<file path="src/rtl/div_unit_pkg.sv">
// rtl/div_unit_pkg.sv - shared divider width, FSM encoding and pipeline pause-vector bits
package div_unit_pkg;

  // Default operand/result width of the EX-stage divider.
  localparam int DIV_WIDTH = 32;

  // Pipeline pause vector: one bit per stage, consumed by the pipeline controller.
  localparam int PAUSE_W   = 6;
  localparam int PAUSE_PC  = 0;
  localparam int PAUSE_IF  = 1;
  localparam int PAUSE_ID  = 2;
  localparam int PAUSE_EX  = 3;
  localparam int PAUSE_MEM = 4;
  localparam int PAUSE_WB  = 5;

  // Divider sequencing states.
  typedef enum logic [1:0] {
    DIV_IDLE = 2'd0,
    DIV_CALC = 2'd1,
    DIV_FIX  = 2'd2,
    DIV_DONE = 2'd3
  } div_state_e;

endpackage

</file>
<file path="src/rtl/div_step.sv">
// rtl/div_step.sv - one combinational radix-2 restoring division step
module div_step
  import div_unit_pkg::*;
#(
  parameter int WIDTH = DIV_WIDTH
) (
  input  logic [WIDTH:0]   rem_i,
  input  logic [WIDTH-1:0] quo_i,
  input  logic [WIDTH-1:0] dvs_i,
  output logic [WIDTH:0]   rem_o,
  output logic [WIDTH-1:0] quo_o
);

  // The quotient register doubles as the dividend shifter: its MSB feeds the
  // partial remainder while the new quotient bit enters at its LSB.
  logic [WIDTH+1:0] shifted;
  logic [WIDTH+1:0] diff;
  logic             fits;

  // Trial subtract one extra bit wide so the borrow tells us whether the divisor fits.
  always_comb begin
    shifted = {rem_i, quo_i[WIDTH-1]};
    diff    = shifted - {2'b00, dvs_i};
    fits    = ~diff[WIDTH+1];
    if (fits) begin
      rem_o = diff[WIDTH:0];
      quo_o = {quo_i[WIDTH-2:0], 1'b1};
    end else begin
      rem_o = shifted[WIDTH:0];
      quo_o = {quo_i[WIDTH-2:0], 1'b0};
    end
  end

endmodule

</file>
<file path="src/rtl/div_unit.sv">
// rtl/div_unit.sv - iterative 32-bit div.w/mod.w/div.wu/mod.wu unit with EX stall request (option: DIV_FASTPATH_EN)
module div_unit
  import div_unit_pkg::*;
#(
  parameter int WIDTH = DIV_WIDTH
) (
  input  logic             clk,
  input  logic             rst,
  input  logic             start,
  input  logic             signed_op,
  input  logic             mod_op,
  input  logic [WIDTH-1:0] dividend,
  input  logic [WIDTH-1:0] divisor,
  input  logic             cancel,
  output logic             pause_ex_req,
  output logic             done,
  output logic [WIDTH-1:0] result
);

  div_state_e       state_q, state_d;
  logic [5:0]       cnt_q, cnt_d;
  logic [WIDTH:0]   rem_q, rem_d;
  logic [WIDTH-1:0] quo_q, quo_d;
  logic [WIDTH-1:0] dvs_q, dvs_d;
  logic [WIDTH-1:0] dvd_q, dvd_d;
  logic [WIDTH-1:0] result_q, result_d;
  logic             mod_q, mod_d;
  logic             qneg_q, qneg_d;
  logic             rneg_q, rneg_d;

  logic [WIDTH:0]   step_rem;
  logic [WIDTH-1:0] step_quo;
  logic [WIDTH-1:0] dvd_mag, dvs_mag;
  logic [WIDTH-1:0] fix_quo, fix_rem;
  logic [WIDTH-1:0] fast_result;
  logic             fast_hit;
  logic             accept;

  div_step #(.WIDTH(WIDTH)) u_step (
    .rem_i (rem_q),
    .quo_i (quo_q),
    .dvs_i (dvs_q),
    .rem_o (step_rem),
    .quo_o (step_quo)
  );

  // Trivial operands can bypass the iteration when the fast path is built in.
`ifdef DIV_FASTPATH_EN
  assign fast_hit = (divisor == '0) || (dividend == '0);
`else
  assign fast_hit = 1'b0;
`endif

  // Operand magnitudes and the fast-path result, derived straight from the EX inputs.
  always_comb begin
    dvd_mag = (signed_op && dividend[WIDTH-1]) ? -dividend : dividend;
    dvs_mag = (signed_op && divisor[WIDTH-1])  ? -divisor  : divisor;
    if (divisor == '0) begin
      fast_result = mod_op ? dividend : '1;
    end else begin
      fast_result = '0;
    end
  end

  // Sign fix-up of the raw magnitudes; a zero divisor overrides with the architectural results.
  always_comb begin
    fix_quo = qneg_q ? -quo_q : quo_q;
    fix_rem = rneg_q ? -rem_q[WIDTH-1:0] : rem_q[WIDTH-1:0];
    if (dvs_q == '0) begin
      fix_quo = '1;
      fix_rem = dvd_q;
    end
  end

  // A new divide is taken only from IDLE and never in a flush cycle.
  assign accept = (state_q == DIV_IDLE) && start && !cancel;

  // Next-state and datapath-register logic; cancel wins over everything.
  always_comb begin
    state_d  = state_q;
    cnt_d    = cnt_q;
    rem_d    = rem_q;
    quo_d    = quo_q;
    dvs_d    = dvs_q;
    dvd_d    = dvd_q;
    result_d = result_q;
    mod_d    = mod_q;
    qneg_d   = qneg_q;
    rneg_d   = rneg_q;
    if (cancel) begin
      state_d = DIV_IDLE;
    end else begin
      case (state_q)
        DIV_IDLE: begin
          if (accept) begin
            rem_d  = '0;
            quo_d  = dvd_mag;
            dvs_d  = dvs_mag;
            dvd_d  = dividend;
            mod_d  = mod_op;
            qneg_d = signed_op && (dividend[WIDTH-1] ^ divisor[WIDTH-1]);
            rneg_d = signed_op && dividend[WIDTH-1];
            cnt_d  = '0;
            if (fast_hit) begin
              result_d = fast_result;
              state_d  = DIV_DONE;
            end else begin
              state_d  = DIV_CALC;
            end
          end
        end
        DIV_CALC: begin
          rem_d = step_rem;
          quo_d = step_quo;
          cnt_d = cnt_q + 6'd1;
          if (cnt_q == 6'(WIDTH - 1)) begin
            state_d = DIV_FIX;
          end
        end
        DIV_FIX: begin
          result_d = mod_q ? fix_rem : fix_quo;
          state_d  = DIV_DONE;
        end
        DIV_DONE: begin
          // The start still visible here belongs to the retiring instruction.
          state_d = DIV_IDLE;
        end
        default: begin
          state_d = DIV_IDLE;
        end
      endcase
    end
  end

  // State and datapath registers with synchronous active-high reset.
  always_ff @(posedge clk) begin
    if (rst) begin
      state_q  <= DIV_IDLE;
      cnt_q    <= '0;
      rem_q    <= '0;
      quo_q    <= '0;
      dvs_q    <= '0;
      dvd_q    <= '0;
      result_q <= '0;
      mod_q    <= 1'b0;
      qneg_q   <= 1'b0;
      rneg_q   <= 1'b0;
    end else begin
      state_q  <= state_d;
      cnt_q    <= cnt_d;
      rem_q    <= rem_d;
      quo_q    <= quo_d;
      dvs_q    <= dvs_d;
      dvd_q    <= dvd_d;
      result_q <= result_d;
      mod_q    <= mod_d;
      qneg_q   <= qneg_d;
      rneg_q   <= rneg_d;
    end
  end

  // Stall is released in the DONE cycle so EX advances together with the result.
  assign pause_ex_req = start && !cancel && !rst && (state_q != DIV_DONE);
  assign done         = (state_q == DIV_DONE) && !cancel && !rst;
  assign result       = result_q;

endmodule

</file>
<file path="config.mk">
export PLATFORM = sky130hd
export DESIGN_NAME = div_unit
export DESIGN_NICKNAME = d
export VERILOG_FILES = /design/src/rtl/div_unit_pkg.sv /design/src/rtl/div_step.sv /design/src/rtl/div_unit.sv
export SDC_FILE = /design/constraint.sdc
export NUM_CORES = 1
export LEC_CHECK = 0
export CORE_UTILIZATION = 50
export DETAILED_ROUTE_END_ITERATION = 6
export PLACE_DENSITY_LB_ADDON = 0.15
export SLEW_MARGIN = 20
export SYNTH_ARGS = -nofsm -noshare
export SYNTH_HDL_FRONTEND = slang
export SYNTH_HIERARCHICAL = 1
export SYNTH_SLANG_ARGS = --single-unit
</file>
<file path="constraint.sdc">
create_clock -name clk -period 6.4 [get_ports clk]
set_clock_uncertainty 0.15 [all_clocks]
set_input_delay 1.92 -clock clk [delete_from_list [all_inputs] [get_ports clk]]
set_output_delay 1.92 -clock clk [all_outputs]
set_load 0.005 [all_outputs]
</file>
==> results of run 1 <==
## critical path: stages
cell and delay [ns]:
sky130_fd_sc_hd__clkdlybuf4s50_1 0.58, sky130_fd_sc_hd__nor4b_1 0.35, sky130_fd_sc_hd__clkdlybuf4s50_1 0.55
## state kept, by name, indices dropped and copies added (netlist names), 2 cells and up
name	count
result	32
dvs_q	32
dvd_q	32
cnt_q	6
rem_q	33
quo_q	32
state_q	2
## metrics by stage
step	instances	utilization (%)	hold WS [ns]	power, W
floorplan	1606	-	0.282	0.00155
global placement	1907	55.1	0.291	0.00170
detailed placement	1907	55.1	0.294	0.00171
CTS	1939	57.7	0.303	0.00278
global route	1939	57.7	0.321	0.00289
finish	1939	57.7	0.303	0.00277
## layout by cell type, fill, tap and decap left out, types with 5 or more instances in the layout
master                            instances
sky130_fd_sc_hd__clkbuf_16               17
sky130_fd_sc_hd__a211oi_1                39
sky130_fd_sc_hd__o21a_1                   5
sky130_fd_sc_hd__mux2_2                   7
sky130_fd_sc_hd__a311oi_1                 5
sky130_fd_sc_hd__o31ai_1                 37
sky130_fd_sc_hd__o211ai_1                11
sky130_fd_sc_hd__nand2_1                245
sky130_fd_sc_hd__xnor2_1                 83
sky130_fd_sc_hd__nand2b_1                 8
sky130_fd_sc_hd__a21o_1                  30
sky130_fd_sc_hd__inv_1                   54
sky130_fd_sc_hd__and3_1                   5
sky130_fd_sc_hd__o221ai_1                 7
sky130_fd_sc_hd__nor3_1                  30
sky130_fd_sc_hd__a21oi_1                141
sky130_fd_sc_hd__o21ai_0                110
sky130_fd_sc_hd__nor4_1                  22
sky130_fd_sc_hd__clkdlybuf4s50_1        102
sky130_fd_sc_hd__ha_1                    41
sky130_fd_sc_hd__mux2i_1                 13
sky130_fd_sc_hd__nor2b_1                  9
sky130_fd_sc_hd__o22ai_1                  9
sky130_fd_sc_hd__nand4_1                  9
sky130_fd_sc_hd__and2_1                   5
sky130_fd_sc_hd__a31oi_1                 19
sky130_fd_sc_hd__a221o_1                  6
sky130_fd_sc_hd__or4_1                   17
sky130_fd_sc_hd__xor2_1                  62
sky130_fd_sc_hd__dfxtp_1                172
sky130_fd_sc_hd__nand3_1                 53
sky130_fd_sc_hd__buf_4                   16
sky130_fd_sc_hd__o41ai_1                 17
sky130_fd_sc_hd__or3_1                   23
sky130_fd_sc_hd__nor2_1                  94
## metal layers
metal	up-vias	global-route usage, %
met4	0	8.83
met5	-	0
li1	5746	-
met3	43	4.19
met2	411	46.2
met1	5548	41.8
## area by class of cell
type                            count  area (µm²)
Timing Repair Buffer              119        1160
Tap cell                          319         399
Fill cell                        2293        9990
Sequential cell                   172        3440
Inverter                           55         206
Clock inverter                     11         134
Clock buffer                       21         470
Multi-Input combinational cell   1242        7810
## final timing paths
path,slack (ns),cells past startpoint,startpoint,to
max,0.93,3,cancel,pause_ex_req
min,0.30,2,dvd_q[26],dvd_q[26]
max reg2reg,2.25,14,dvs_q[9],rem_q[32]
min reg2reg,0.30,2,dvd_q[26],dvd_q[26]
## power by group through the flow
| stage | registers, W | clock network [W] | logic [W] |
|---|---|---|---|
| after floorplan | 0.00116 | 0 | 0.000388 |
| after global placement | 0.00118 | 0 | 0.000517 |
| after detailed placement | 0.00118 | 0 | 0.000525 |
| after CTS | 0.00116 | 0.00109 | 0.000527 |
| after global routing | 0.00116 | 0.00114 | 0.000586 |
| final | 0.00116 | 0.00108 | 0.000534 |
## kinds of logic (layout without fill, tap and decap cells)
| family | after synthesis | in the layout | share of synthesized area (%) |
|---|---|---|---|
| adder cells (fa/ha/maj) | 43 | 43 | 4.51 |
| AO/OA/AOI/OAI | 484 | 484 | 26.2 |
| multiplexers | 20 | 20 | 1.73 |
| buffers and inverters | 192 | 206 | 7.05 |
| flip-flops | 172 | 172 | 28.5 |
| AND/OR/NAND/NOR | 549 | 549 | 21.3 |
| XOR/XNOR | 146 | 146 | 10.7 |
==> flow_results.xml, run 1 <==
<?xml version="1.0" encoding="UTF-8"?>
<metrics>
  <group name="drt">
    <metric name="drtIter0Drc" unit="">996</metric>
    <metric name="dr_wl_met2" unit="µm">16300</metric>
    <metric name="met1Wirelength" unit="µm">17000</metric>
    <metric name="met3_routed_wl" unit="µm">2260</metric>
    <metric name="totalWireLength" unit="µm">36200</metric>
    <metric name="drt_first_pass_iters" unit="">5</metric>
    <metric name="via_count" unit="">11748</metric>
    <metric name="drt-vias-per-instance" unit="">6.06</metric>
    <metric name="drc_errors" unit="">0</metric>
    <metric name="routed_wire_length_per_instance" unit="µm">18.7</metric>
    <metric name="remaining_antenna_violation_count_after_routing" unit="">0</metric>
    <metric name="highest-signal-layer" unit="">met4</metric>
  </group>
  <group name="power">
    <metric name="power.sequential.fraction" unit="%">41.8</metric>
    <metric name="power_switching_share" unit="%">30.3</metric>
    <metric name="combPwrFrac" unit="%">19.3</metric>
    <metric name="internal_power" unit="W">0.00193</metric>
    <metric name="leakage_power_summed_over_all_cells" unit="nW">4.98</metric>
    <metric name="vdd_drop_max" unit="mV">0.153</metric>
    <metric name="power.density_cell_area" unit="nW/µm²">203</metric>
    <metric name="switchingPower" unit="W">0.000840</metric>
    <metric name="clock_power_share" unit="%">38.9</metric>
  </group>
  <group name="logic_synthesis">
    <metric name="synth_top_cell_area_share" unit="%">28.5</metric>
    <metric name="synthesis.area" unit="µm²">12100</metric>
    <metric name="yosysSeqAreaShare" unit="%">28.5</metric>
    <metric name="syn-num-nets" unit="">1719</metric>
    <metric name="asyncSetResetFlopFracSynth" unit="%">0</metric>
    <metric name="yosys-top-cells-count" unit="">sky130_fd_sc_hd__nand2_1, sky130_fd_sc_hd__dfxtp_1, sky130_fd_sc_hd__a21oi_1</metric>
    <metric name="ys_ff_latch" unit="">172</metric>
    <metric name="synthesis.yosys.warnings" unit="">6</metric>
    <metric name="post-synth-top-count-cell" unit="">sky130_fd_sc_hd__nand2_1</metric>
    <metric name="synth_flop_cell" unit="">sky130_fd_sc_hd__dfxtp_1</metric>
    <metric name="syn-mean-instance-area" unit="µm²">7.53</metric>
    <metric name="synth_area_leaders" unit="">sky130_fd_sc_hd__dfxtp_1, sky130_fd_sc_hd__nand2_1, sky130_fd_sc_hd__xnor2_1, sky130_fd_sc_hd__a21oi_1, sky130_fd_sc_hd__o21ai_0</metric>
    <metric name="ys_types" unit="">80</metric>
    <metric name="synth_enable_flop_cells" unit="">0</metric>
    <metric name="syn_inst" unit="">1606</metric>
    <metric name="synth_top_area_cell" unit="">sky130_fd_sc_hd__dfxtp_1</metric>
  </group>
  <group name="worst_setup_path">
    <metric name="end_kind" unit="">output port</metric>
    <metric name="worst_setup_path_start_kind" unit="">input pin</metric>
    <metric name="critPathKind" unit="">in -&gt; out</metric>
    <metric name="signal_arrival_time_at_the_worst_endpoint" unit="ns">3.40</metric>
    <metric name="crit_required" unit="ns">4.33</metric>
    <metric name="critical_path.max_fanout" unit="">10</metric>
  </group>
  <group name="sta">
    <metric name="final_critical_period" unit="ns">5.47</metric>
    <metric name="final_setup_violations" unit="">0</metric>
    <metric name="grt_setup_unrepaired" unit="">false</metric>
    <metric name="final.setup.worst_slack" unit="ns">0.933</metric>
    <metric name="max-slew-margin-rel" unit="%">24.9</metric>
    <metric name="hold_viol" unit="">0</metric>
    <metric name="max_freq" unit="MHz">183</metric>
    <metric name="finalMaxSlewViolations" unit="">0</metric>
    <metric name="tightestPinTransition" unit="ns">1.13</metric>
    <metric name="final_clock_period_utilization_by_the_worst_path" unit="%">85.4</metric>
    <metric name="finalSetupTns" unit="ns">0</metric>
  </group>
  <group name="clock_tree">
    <metric name="cts.repair_timing.setup_buffer_count" unit="">0</metric>
    <metric name="worst_skew_pair.late_latency" unit="ns">0.44</metric>
    <metric name="clock-root-buffer" unit="">sky130_fd_sc_hd__clkbuf_16</metric>
    <metric name="post_cts_repair_resize_count" unit="">0</metric>
    <metric name="cts_sinks" unit="">172</metric>
    <metric name="cts-htree-levels" unit="">4</metric>
    <metric name="cts.clk_slew.worst_paths" unit="ns">0.06</metric>
    <metric name="max-clock-path-buffers" unit="">2</metric>
    <metric name="cts_tree" unit="">done</metric>
    <metric name="cts_hold_repair.buffers" unit="">0</metric>
    <metric name="cts_buffers" unit="">17</metric>
  </group>
  <group name="status">
    <metric name="run_status" unit="">finished clean</metric>
  </group>
  <group name="place">
    <metric name="detailed_place_hpwl" unit="µm">26100</metric>
    <metric name="port-buffer-count" unit="">103</metric>
    <metric name="preCtsSetupSlack" unit="ns">0.916</metric>
    <metric name="dpl_cell_area" unit="µm²">13000</metric>
    <metric name="gp_congestion" unit="">0.946</metric>
  </group>
  <group name="hold_path">
    <metric name="holdCritPathClass" unit="">reg -&gt; reg</metric>
  </group>
  <group name="grt">
    <metric name="grt_max_degree" unit="">85</metric>
    <metric name="grt_antenna_before_repair" unit="">0</metric>
    <metric name="grt_overflow_total" unit="">0</metric>
    <metric name="first_global_vias" unit="">10556</metric>
    <metric name="grt_pass1_wl" unit="µm">57100</metric>
    <metric name="total_routing_resource_utilization_after_global_routing" unit="%">29.6</metric>
  </group>
  <group name="finish">
    <metric name="finish.net_count" unit="">1720</metric>
    <metric name="drive_gt1_share" unit="%">5.49</metric>
    <metric name="finalInstanceArea" unit="µm²">13600</metric>
    <metric name="num_antenna_cells" unit="">0</metric>
    <metric name="layout-area-overhead-vs-synth" unit="%">12.7</metric>
  </group>
  <group name="floorplan">
    <metric name="std_cell_rows" unit="">56</metric>
    <metric name="floorplan.die_area" unit="µm²">24800</metric>
    <metric name="io-pin-count" unit="">104</metric>
    <metric name="dieWidth" unit="µm">158</metric>
    <metric name="start_util" unit="%">51.2</metric>
    <metric name="floorplan.die.height" unit="µm">158</metric>
    <metric name="placeableCoreArea" unit="µm²">23600</metric>
  </group>
  <group name="run">
    <metric name="maxcap_viol_count" unit="">0</metric>
  </group>
</metrics>
No activity file was read; power rests on OpenSTA's default activity.
==> run 2: changes to the inputs <==
--- a/config.mk
+++ b/config.mk
@@ -5,7 +5,9 @@
 export SDC_FILE = /design/constraint.sdc
 export NUM_CORES = 1
 export LEC_CHECK = 0
+export CORE_MARGIN = 2
 export CORE_UTILIZATION = 50
+export CTS_CLUSTER_DIAMETER = 150
 export DETAILED_ROUTE_END_ITERATION = 6
 export PLACE_DENSITY_LB_ADDON = 0.15
 export SLEW_MARGIN = 20
==> run 2 against run 1 <==
Net effect: count of clock-buffer cells in the layout decreased by 3; sequential share of layout area about the same; fmax is 0.18% higher; sequential power barely moved; hold slack worse by 0.00083 ns; global-route usage fell by 1.5 points; worst setup slack gained 0.0096 ns; die area rose by 2.6%; wire length fell by 0.64%; critical path type unchanged.
==> flow_results.xml, run 2 (synthesized netlist as in run 1, its figures left out) <==
<?xml version="1.0" encoding="UTF-8"?>
<metrics>
  <group name="place">
    <metric name="gp_congestion" unit="">0.943</metric>
    <metric name="port-buffer-count" unit="">103</metric>
    <metric name="dpl_cell_area" unit="µm²">13000</metric>
    <metric name="detailed_place_hpwl" unit="µm">26000</metric>
    <metric name="preCtsSetupSlack" unit="ns">0.924</metric>
  </group>
  <group name="worst_setup_path">
    <metric name="signal_arrival_time_at_the_worst_endpoint" unit="ns">3.39</metric>
    <metric name="cp_slowest_stage_delay" unit="ns">0.58</metric>
    <metric name="rr_startpoint" unit="">dvs_q[8]</metric>
    <metric name="worst_setup_path_start_kind" unit="">input pin</metric>
    <metric name="critPathLaunch" unit="">cancel</metric>
    <metric name="regToRegSetupSlack" unit="ns">2.23</metric>
    <metric name="cpMostUsedCell" unit="">sky130_fd_sc_hd__clkdlybuf4s50_1</metric>
    <metric name="critical_path.n_buffers_inverters" unit="">2</metric>
    <metric name="reg2regPathDepth" unit="">14</metric>
    <metric name="crit_required" unit="ns">4.33</metric>
    <metric name="r2r-end" unit="">rem_q[32]</metric>
    <metric name="timing.critical_path.max_delay_family" unit="">buffers and inverters</metric>
    <metric name="end_kind" unit="">output port</metric>
    <metric name="critPathSlowestCell" unit="">sky130_fd_sc_hd__clkdlybuf4s50_1</metric>
    <metric name="critical_path.cell_chain" unit="">clkdlybuf4s50_1, nor4b_1, clkdlybuf4s50_1</metric>
    <metric name="critical_path.max_fanout" unit="">10</metric>
    <metric name="critPathKind" unit="">in -&gt; out</metric>
  </group>
  <group name="grt">
    <metric name="grt_overflow_total" unit="">0</metric>
    <metric name="grt_max_degree" unit="">164</metric>
    <metric name="grt_antenna_before_repair" unit="">0</metric>
    <metric name="total_routing_resource_utilization_after_global_routing" unit="%">28.0</metric>
    <metric name="grt_pass1_wl" unit="µm">58100</metric>
    <metric name="first_global_vias" unit="">10795</metric>
  </group>
  <group name="power">
    <metric name="internal_power" unit="W">0.00194</metric>
    <metric name="power.sequential.fraction" unit="%">41.6</metric>
    <metric name="post-layout-total-power" unit="W">0.00278</metric>
    <metric name="power.density_cell_area" unit="nW/µm²">204</metric>
    <metric name="leakage_power_summed_over_all_cells" unit="nW">4.98</metric>
    <metric name="combPwrFrac" unit="%">19.3</metric>
    <metric name="power_switching_share" unit="%">30.1</metric>
    <metric name="clock_power_share" unit="%">39.2</metric>
    <metric name="switchingPower" unit="W">0.000838</metric>
    <metric name="vdd_drop_max" unit="mV">0.109</metric>
  </group>
  <group name="sta">
    <metric name="tightestPinTransition" unit="ns">1.05</metric>
    <metric name="final.setup.worst_slack" unit="ns">0.943</metric>
    <metric name="max_freq" unit="MHz">183</metric>
    <metric name="finalMaxSlewViolations" unit="">0</metric>
    <metric name="final_critical_period" unit="ns">5.46</metric>
    <metric name="final_setup_violations" unit="">0</metric>
    <metric name="grt_setup_unrepaired" unit="">false</metric>
    <metric name="hold_viol" unit="">0</metric>
    <metric name="max-slew-margin-rel" unit="%">30.0</metric>
    <metric name="finalSetupTns" unit="ns">0</metric>
    <metric name="final_clock_period_utilization_by_the_worst_path" unit="%">85.3</metric>
  </group>
  <group name="floorplan">
    <metric name="floorplan.die.height" unit="µm">160</metric>
    <metric name="dieWidth" unit="µm">160</metric>
    <metric name="io-pin-count" unit="">104</metric>
    <metric name="placeableCoreArea" unit="µm²">23600</metric>
    <metric name="std_cell_rows" unit="">56</metric>
    <metric name="floorplan.die_area" unit="µm²">25400</metric>
    <metric name="start_util" unit="%">51.2</metric>
  </group>
  <group name="clock_tree">
    <metric name="post_cts_repair_resize_count" unit="">0</metric>
    <metric name="cts_hold_repair.buffers" unit="">0</metric>
    <metric name="cts.repair_timing.setup_buffer_count" unit="">0</metric>
    <metric name="worst_skew_pair.late_latency" unit="ns">0.44</metric>
    <metric name="cts-htree-levels" unit="">4</metric>
    <metric name="max-clock-path-buffers" unit="">2</metric>
    <metric name="cts_sinks" unit="">172</metric>
    <metric name="cts.clk_slew.worst_paths" unit="ns">0.07</metric>
    <metric name="cts_tree" unit="">done</metric>
    <metric name="cts_buffers" unit="">17</metric>
    <metric name="clock-root-buffer" unit="">sky130_fd_sc_hd__clkbuf_16</metric>
  </group>
  <group name="drt">
    <metric name="drtIter0Drc" unit="">923</metric>
    <metric name="drc_errors" unit="">0</metric>
    <metric name="drt_first_pass_iters" unit="">5</metric>
    <metric name="via_count" unit="">11656</metric>
    <metric name="totalWireLength" unit="µm">36000</metric>
    <metric name="drt-vias-per-instance" unit="">6.02</metric>
    <metric name="remaining_antenna_violation_count_after_routing" unit="">0</metric>
    <metric name="routed_wire_length_per_instance" unit="µm">18.6</metric>
  </group>
  <group name="finish">
    <metric name="drive_gt1_share" unit="%">5.44</metric>
    <metric name="finish.net_count" unit="">1719</metric>
    <metric name="multi_input_comb_area" unit="µm²">7810</metric>
    <metric name="largest_register_ff_count" unit="">33</metric>
    <metric name="largest_register" unit="">rem_q</metric>
    <metric name="regArea" unit="µm²">3440</metric>
    <metric name="num_antenna_cells" unit="">0</metric>
    <metric name="finalInstanceArea" unit="µm²">13600</metric>
    <metric name="mostFrequentLayoutCell" unit="">sky130_fd_sc_hd__nand2_1</metric>
    <metric name="layout_common_cells" unit="">sky130_fd_sc_hd__nand2_1, sky130_fd_sc_hd__dfxtp_1, sky130_fd_sc_hd__a21oi_1, sky130_fd_sc_hd__o21ai_0, sky130_fd_sc_hd__clkdlybuf4s50_1</metric>
    <metric name="layout-area-overhead-vs-synth" unit="%">12.7</metric>
    <metric name="layout.core_utilization" unit="%">57.7</metric>
    <metric name="layout.filler_cells" unit="">2292</metric>
  </group>
  <group name="hold_path">
    <metric name="holdCritPathClass" unit="">reg -&gt; reg</metric>
    <metric name="hold_path_startpoint" unit="">result[5]</metric>
    <metric name="holdPathEnd" unit="">result[5]</metric>
    <metric name="timing.hold.worst_path_depth" unit="">2</metric>
  </group>
  <group name="status">
    <metric name="run_status" unit="">finished clean</metric>
  </group>
  <group name="run">
    <metric name="maxcap_viol_count" unit="">0</metric>
  </group>
</metrics>
## run 2: cell types whose count changed in the layout (fill, tap and decap cells not counted)
cell,delta
sky130_fd_sc_hd__buf_12,+1
sky130_fd_sc_hd__buf_4,-2
sky130_fd_sc_hd__bufinv_16,+1
sky130_fd_sc_hd__clkbuf_1,-1
sky130_fd_sc_hd__clkbuf_8,-2
sky130_fd_sc_hd__clkinv_2,+2
sky130_fd_sc_hd__clkinv_4,-2
sky130_fd_sc_hd__inv_6,+1
## run 2: cell type report
| type | instances | share of cell area (%) |
|---|---|---|
| clock buffer | 18 | 3.22 |
| clock inverter | 13 | 1.21 |
| inverter | 55 | 1.51 |
| multi-input combinational | 1242 | 57.3 |
| sequential | 172 | 25.3 |
| tap | 319 | 2.93 |
| timing repair buffer | 118 | 8.56 |
## run 2: worst max-delay path by stage
| stage | to | depth (start not counted) | slack [ns] |
|---|---|---|---|
| 2_1_floorplan | pause_ex_req | 3 | 1.73 |
| 3_3_place_gp | pause_ex_req | 3 | 0.94 |
| 3_5_place_dp | pause_ex_req | 3 | 0.92 |
| 4_1_cts | pause_ex_req | 3 | 0.94 |
| 5_1_grt | pause_ex_req | 3 | 0.81 |
| 6_report | pause_ex_req | 3 | 0.94 |
## run 2: layer usage
metal / share of wire [%] / wire, µm / up-vias / GRT usage, %
li1: - / - / 5753 / -
met1: 47 / 16900 / 5457 / 39.4
met2: 44 / 15900 / 383 / 43.3
met3: 6.4 / 2310 / 63 / 4.71
met4: 2.7 / 957 / 0 / 9.63
met5: 0 / 0 / - / 0
## run 2: through the flow
stage / cells / hold WS (ns)
after global placement: 1906 / 0.291
after floorplan: 1606 / 0.282
after CTS: 1937 / 0.304
final: 1937 / 0.302
after global routing: 1937 / 0.317
after detailed placement: 1906 / 0.295
## run 2: tightest hold or removal path, stage by stage (launching register included)
cell and delay [ns]:
sky130_fd_sc_hd__dfxtp_1 0.31, sky130_fd_sc_hd__nand2_1 0.05, sky130_fd_sc_hd__a21oi_1 0.05
## run 2: power groups by stage
stage | Combinational (W) | Sequential, W | Clock (W)
6_report | 0.000536 | 0.00116 | 0.00109
5_1_grt | 0.000588 | 0.00116 | 0.00115
4_1_cts | 0.000529 | 0.00116 | 0.00110
3_5_place_dp | 0.000527 | 0.00118 | 0
3_3_place_gp | 0.000521 | 0.00118 | 0
2_1_floorplan | 0.000388 | 0.00116 | 0
